File: src/rtl/lsu_pkg.sv
// lsu_pkg: shared encodings for the load/store unit.
// Holds the access-size and FSM state encodings, the default memory depth
// and a helper that builds the low-bit mask for an access size.
package lsu_pkg;
    localparam int DEF_MEM_DEPTH = 128;

    typedef enum logic [1:0] {SZ_B, SZ_H, SZ_W, SZ_D} size_e;
    typedef enum logic [2:0] {IDLE, CHK, RD, WR, RESP} state_e;

    function automatic logic [63:0] size_mask(input logic [1:0] sz);
        return (sz == SZ_D) ? '1 : (64'd1 << (8 << sz)) - 64'd1;
    endfunction
endpackage

File: src/rtl/lsu_lane_align.sv
// lsu_lane_align: big-endian lane extract (load) and lane merge (store).
// Ports:
//   i_rd_buf  doubleword read from memory
//   i_off     byte offset within the doubleword
//   i_size    access size (SZ_B..SZ_D)
//   i_signed  sign-extend the extracted field
//   i_wdata   right-justified store data
//   o_rdata   extracted, extended load result
//   o_wmerge  i_rd_buf with the addressed lane replaced by i_wdata
module lsu_lane_align
    import lsu_pkg::*;
(
    input  logic [63:0] i_rd_buf,
    input  logic [2:0]  i_off,
    input  logic [1:0]  i_size,
    input  logic        i_signed,
    input  logic [63:0] i_wdata,
    output logic [63:0] o_rdata,
    output logic [63:0] o_wmerge
);
    logic [3:0]  w_end;
    logic [6:0]  w_sh;
    logic [63:0] w_mask;
    logic [63:0] w_field;
    logic        w_msb;

    // Field ends at byte o+n counted from the MSB, so its LSB sits 64-8(o+n) bits up.
    assign w_end    = {1'b0, i_off} + (4'd1 << i_size);
    assign w_sh     = 7'd64 - {w_end, 3'b000};
    assign w_mask   = size_mask(i_size);
    assign w_field  = (i_rd_buf >> w_sh) & w_mask;
    assign w_msb    = (i_size == SZ_B) ? w_field[7] :
                      (i_size == SZ_H) ? w_field[15] :
                      (i_size == SZ_W) ? w_field[31] : 1'b0;
    assign o_rdata  = (i_signed && w_msb) ? (w_field | ~w_mask) : w_field;
    assign o_wmerge = (i_rd_buf & ~(w_mask << w_sh)) | ((i_wdata & w_mask) << w_sh);
endmodule

File: src/rtl/load_store_unit.sv
// load_store_unit: byte-addressed load/store front end for a doubleword memory.
// Ports:
//   clk, rst                 clock, synchronous active-high reset
//   req_*                    request handshake and fields (valid/ready)
//   resp_valid/rdata/err     one-cycle completion with load data or error
//   mem_read_*               combinational-read memory port (doubleword index)
//   mem_write_*              posedge-write memory port (doubleword index)
module load_store_unit
    import lsu_pkg::*;
#(
    parameter int DATA_W    = 64,
    parameter int ADDR_W    = 64,
    parameter int MEM_DEPTH = DEF_MEM_DEPTH
) (
    input  logic              clk,
    input  logic              rst,
    input  logic              req_valid,
    output logic              req_ready,
    input  logic              req_is_store,
    input  logic [1:0]        req_size,
    input  logic              req_signed,
    input  logic [ADDR_W-1:0] req_addr,
    input  logic [DATA_W-1:0] req_wdata,
    output logic              resp_valid,
    output logic [DATA_W-1:0] resp_rdata,
    output logic              resp_err,
    output logic              mem_read_en,
    output logic [ADDR_W-1:0] mem_read_addr,
    input  logic [DATA_W-1:0] mem_read_data,
    output logic              mem_write_en,
    output logic [ADDR_W-1:0] mem_write_addr,
    output logic [DATA_W-1:0] mem_write_data
);
    state_e            r_state;
    state_e            w_next;
    logic [ADDR_W-1:0] r_addr;
    logic [1:0]        r_size;
    logic              r_signed;
    logic              r_store;
    logic [DATA_W-1:0] r_wdata;
    logic [DATA_W-1:0] r_rd_buf;
    logic              r_err;
    logic [ADDR_W-1:0] w_index;
    logic              w_bad;
    logic [DATA_W-1:0] w_load;
    logic [DATA_W-1:0] w_merge;

    assign w_index = {3'b000, r_addr[ADDR_W-1:3]};
    assign w_bad   = ((r_addr[2:0] & ((3'd1 << r_size) - 3'd1)) != 3'd0)
                     || (w_index >= ADDR_W'(MEM_DEPTH));

    lsu_lane_align u_align (
        .i_rd_buf (r_rd_buf),
        .i_off    (r_addr[2:0]),
        .i_size   (r_size),
        .i_signed (r_signed),
        .i_wdata  (r_wdata),
        .o_rdata  (w_load),
        .o_wmerge (w_merge)
    );

    always_ff @(posedge clk) begin
        if (rst)
            r_state <= IDLE;
        else
            r_state <= w_next;
    end

    // Outputs are gated by rst so a reset in any state suppresses writes and responses.
    always_comb begin
        w_next         = r_state;
        req_ready      = (r_state == IDLE) && !rst;
        mem_read_en    = (r_state == RD) && !rst;
        mem_write_en   = (r_state == WR) && !rst;
        resp_valid     = (r_state == RESP) && !rst;
        mem_read_addr  = mem_read_en ? w_index : '0;
        mem_write_addr = mem_write_en ? w_index : '0;
        mem_write_data = mem_write_en ? w_merge : '0;
        resp_err       = resp_valid && r_err;
        resp_rdata     = (resp_valid && !r_err && !r_store) ? w_load : '0;
        case (r_state)
            IDLE:    w_next = req_valid ? CHK : IDLE;
            CHK:     w_next = w_bad ? RESP : (r_store && r_size == SZ_D) ? WR : RD;
            RD:      w_next = r_store ? WR : RESP;
            WR:      w_next = RESP;
            RESP:    w_next = IDLE;
            default: w_next = IDLE;
        endcase
    end

    always_ff @(posedge clk) begin
        if (rst) begin
            r_addr   <= '0;
            r_size   <= '0;
            r_signed <= 1'b0;
            r_store  <= 1'b0;
            r_wdata  <= '0;
            r_rd_buf <= '0;
            r_err    <= 1'b0;
        end else begin
            if (req_valid && req_ready) begin
                r_addr   <= req_addr;
                r_size   <= req_size;
                r_signed <= req_signed;
                r_store  <= req_is_store;
                r_wdata  <= req_wdata;
            end
            if (r_state == CHK)
                r_err <= w_bad;
            if (r_state == RD)
                r_rd_buf <= mem_read_data;
        end
    end
endmodule

File: config.mk
export PLATFORM = sky130hd
export DESIGN_NAME = load_store_unit
export DESIGN_NICKNAME = d
export VERILOG_FILES = /design/src/rtl/lsu_pkg.sv /design/src/rtl/lsu_lane_align.sv /design/src/rtl/load_store_unit.sv
export SDC_FILE = /design/constraint.sdc
export NUM_CORES = 1
export LEC_CHECK = 0
export CAP_MARGIN = 20
export CORE_UTILIZATION = 42
export CTS_CLUSTER_SIZE = 14
export DETAILED_ROUTE_END_ITERATION = 8
export PLACE_DENSITY = 0.78
export SYNTH_ARGS = -nofsm -noshare
export SYNTH_HDL_FRONTEND = slang
export SYNTH_SLANG_ARGS = --single-unit
File: constraint.sdc
create_clock -name clk -period 4.8 [get_ports clk]
set_input_delay 0.96 -clock clk [delete_from_list [all_inputs] [get_ports clk]]
set_output_delay 0.96 -clock clk [all_outputs]
set_load 0.005 [all_outputs]
==> qor_table.md <==
| Step | Metric | Reported |
|---|---|---|
| run status | Status | finished clean |
| route | Drt wl/cell | 24.5 um |
| die | Io pins | 460 |
| die | Overall die area | 31400 um2 |
| route | Number of design-rule violations left by the first detailed-router iteration | 1859 |
| yosys | Yosys warning count | 0 |
| layout | Ratio of cells with drive above 1 in the final layout | 12.5% |
| timing | Final max-slew violation count | 0 |
| die | Die extent in y | 177 um |
| critical path | Slowest Stage Delay on Critical Path | 0.58 ns |
| layout | Final nets | 2365 |
| die | Placeable core region | 29900 um2 |
| global routing | Overall fraction of global-route tracks in use | 38.3% |
| die | Standard-cell rows | 63 |
| cts | H-tree depth | 4 |
| route | Sum of routed wire length over all layers | 63000 um |
| critical path | Worst path cell trace | nor2_4 -> ha_4 -> fa_2 -> inv_2 -> ha_4 -> buf_12 -> buf_12 -> mux2i_1 -> nor2_1 -> a21oi_1 -> a211o_1 -> a21oi_2 -> clkdlybuf4s50_1 |
| placement | Placer congestion estimate | 1.01 |
| yosys | Cell Area, Synth | 12900 um2 |
| route | Vias | 15500 |
| route | Final antenna-violating net count | 0 |
| timing | Final Setup Violations | 0 |
| timing | Part of the cycle the worst path needs | 99.8% |
| power | Max IR drop VDD | 0.318 mV |
| timing | Min Clock Period, post-route | 4.79 ns |
| timing | Max-slew headroom | 37.4% |
| die | Width of the chip | 177 um |
| critical path | CP Max Fanout | 18 |
| yosys | Yosys cell types | 55 |
| timing | Number of endpoints with negative hold slack in the final report | 0 |
| route | Post-DR vias/cell | 6.03 |
| critical path | CP delay by family, top | adder cells |
| timing | Max Freq | 0.209 GHz |
| yosys | Part of the Yosys area used for sequential elements | 31.1% |
| power | Power density relative to cell area | 277 nW/um2 |
| critical path | Kind of end point of the critical path | output port |
| global routing | Total congestion overflow | 0 |
| global routing | First-pass GRT wire length | 89000 um |
| layout | Area overhead of the layout relative to synthesis | 50.6% |
| die | Effective utilization at floorplan | 43.1% |
| cts | CTS max path bufs | 2 |
| critical path | Worst EP required | 3.84 ns |
| cts | Clock tree root driver cell | sky130_fd_sc_hd__clkbuf_16 |
| yosys | Mean instance size in the synthesized netlist | 7.32 um2 |
| placement | Input/output buffers | 453 |
| yosys | Post-synthesis register bit count | 200 |
| placement | Setup slack at placement | 0.0560 ns |
| timing | Layout Skew | 0.0164 ns |
| placement | # placed instances | 2498 |
| layout | Fill cell instance count of the final layout | 2530 |
| route | Number of iterations in the first detailed-routing pass | 5 |
| global routing | Pin count of the biggest net entering global routing | 164 |
| cts | Total CTS buffers | 17 |
| cts | Hold-fix buffers, CTS | 0 |
| timing | Setup slack after layout | 0.0104 ns |
| critical path | Startpoint type of the worst setup path | flop |
| yosys | EDFF count, synth | 0 |
| placement | Sum of net half-perimeters after detailed placement | 46100 um |
| critical path | Crit Path Class | flop to output port |
| yosys | Async S/R FF share, synth | 0% |
| power | Static power due to leakage | 8.01 nW |
| cts | CTS Sinks | 200 |
| global routing | Number of antenna violations at the first check in global routing | 9 |
| flow run | Number of max-capacitance violations reported | 0 |
| timing | Setup repair after global routing missed its margin | true |
| route | Remaining routing DRC violations | 0 |
| yosys | Number of instances in the synthesized netlist | 1760 |
| hold path | Path class of the lowest-slack min-delay path | flop to flop |
| timing | Actual transition at the worst max-transition pin | 0.939 ns |
| critical path | Critical path's slowest cell | sky130_fd_sc_hd__fa_2 |
| critical path | Crit path buf inv count | 4 |
| critical path | Arrival @ worst endpoint | 3.83 ns |
| cts | TritonCTS clock tree | yes |
| layout | Number of standard cells in the final layout excluding fillers | 2571 |
| power | Post-layout power | 5.37 mW |
| global routing | Number of global-route vias before repair | 14200 |
| yosys | Ys flop type | sky130_fd_sc_hd__dfxtp_1 |
| cts | Clk slew on worst S/H paths | 0.08 ns |
| cts | Clock latency on the worst-skew pair | 0.46 ns |
==> worst paths after layout <==
check	startpoint	to	slack [ns]	cells past startpoint
hold / removal	r_wdata[59]	r_wdata[59]	0.49	2
setup reg to reg	r_state[1]	r_wdata[30]	2.42	5
setup / recovery	r_size[1]	resp_rdata[13]	0.01	13
hold reg to reg	r_wdata[59]	r_wdata[59]	0.49	2
==> cell families after synthesis <==
| kind of cell | synth area share, % |
|---|---|
| buf+inv | 5.78 |
| simple gates | 26.5 |
| fa+ha+maj | 0.641 |
| compound gates | 24.3 |
| other cells | 0.0291 |
| xor+xnor | 0.437 |
| mux | 11.1 |
| flops | 31.1 |
==> final cells by class <==
type / instances / area, um2 / area share (%)
timing repair buffer: 547 / 5670 / 29.2
antenna: 8 / 20.0 / 0.103
sequential: 200 / 4010 / 20.7
clock inverter: 14 / 183 / 0.942
inverter: 8 / 30.0 / 0.155
multi-input combinational: 1386 / 8570 / 44.2
clock buffer: 18 / 429 / 2.21
tap: 390 / 488 / 2.52
==> cells in the mapped netlist, drive strengths merged (5+ instances only) <==
cell | instances | area (um2)
a211o | 8 | 70.1
a211oi | 11 | 82.6
a21oi | 149 | 746
a22o | 33 | 289
a22oi | 12 | 95.1
a32o | 9 | 90.1
a41o | 8 | 80.1
and2 | 10 | 62.6
and3 | 16 | 100
buf | 61 | 298
clkbuf | 111 | 417
dfxtp | 200 | 4000
ha | 5 | 62.6
inv | 5 | 18.8
mux2 | 25 | 282
mux2i | 41 | 410
mux4 | 33 | 743
nand2 | 325 | 1220
nand2b | 131 | 820
nand3 | 28 | 140
nand3b | 10 | 75.1
nand4 | 13 | 81.3
nor2 | 163 | 612
nor2b | 9 | 56.3
nor3 | 13 | 65.1
nor4 | 15 | 93.8
o211ai | 9 | 67.6
o21ai | 223 | 1120
o22ai | 24 | 150
o2bb2ai | 24 | 210
or2 | 10 | 62.6
==> state kept, by name (all words and copies together), names as in the netlist <==
signal    flops
r_addr       64
r_store       1
r_wdata      64
r_rd_buf     64
r_err         1
r_signed      1
r_size        2
r_state       3
==> layout by cell type, fill, tap and decap left out, drive strengths merged, types with 3 or more instances in the layout <==
| cell | count |
|---|---|
| a211o | 8 |
| a211oi | 11 |
| a21oi | 149 |
| a22o | 33 |
| a22oi | 12 |
| a32o | 9 |
| a41o | 8 |
| and2 | 10 |
| and3 | 16 |
| buf | 92 |
| clkbuf | 19 |
| clkdlybuf4s50 | 379 |
| clkinv | 9 |
| conb | 6 |
| dfxtp | 200 |
| diode | 8 |
| dlymetal6s2s | 73 |
| ha | 5 |
| inv | 13 |
| mux2 | 25 |
| mux2i | 41 |
| mux4 | 33 |
| nand2 | 325 |
| nand2b | 131 |
| nand3 | 28 |
| nand3b | 10 |
| nand4 | 13 |
| nor2 | 163 |
| nor2b | 9 |
| nor3 | 13 |
| nor4 | 15 |
| o211ai | 9 |
| o21ai | 223 |
| o22ai | 24 |
| o2bb2ai | 24 |
| o31ai | 3 |
| or2 | 10 |
==> worst reg2reg max path, cell delays in order, from the launching register on <==
cell and delay (ns):
sky130_fd_sc_hd__dfxtp_1 0.43, sky130_fd_sc_hd__nor4_1 0.42, sky130_fd_sc_hd__and2_4 0.54, sky130_fd_sc_hd__buf_12 0.49, sky130_fd_sc_hd__nand2_1 0.33, sky130_fd_sc_hd__o21ai_0 0.11
==> repair_timing <==
item	4_1_cts	5_1_grt
gates resized for setup	24	167
pin swaps	4	16
gates cloned	3	3
buffers inserted	5	23
setup endpoints to repair	123	128
endpoints found under the hold margin	0	0
==> stage by stage <==
stage	util, %	TNS (ns)	cell area, um2	hold WS, ns
after floorplan	-	0	12900	0.445
after global placement	59.4	0	17800	0.461
after detailed placement	59.4	0	17800	0.478
after CTS	62.1	-0.0386	18600	0.490
after global routing	64.9	-0.740	19400	0.514
final	64.9	0	19400	0.487
==> metal layers <==
metal  routed length [um]  global-route usage (%)  share of wire, %  up-vias
met5                   13                       0             0.021        -
met4                 3210                    19.1               5.1        2
met3                 5900                    6.19               9.4      178
met2                29100                    61.9                46      962
met1                24700                    49.4                39     7379
li1                     -                       -                 -     6971
==> where the power goes <==
part           internal (mW)  switching, mW
Sequential              1.75         0.0900
Clock                  0.721          0.822
Combinational          0.857           1.13
Total                   3.33           2.04
No activity file was read; power rests on OpenSTA's default activity.
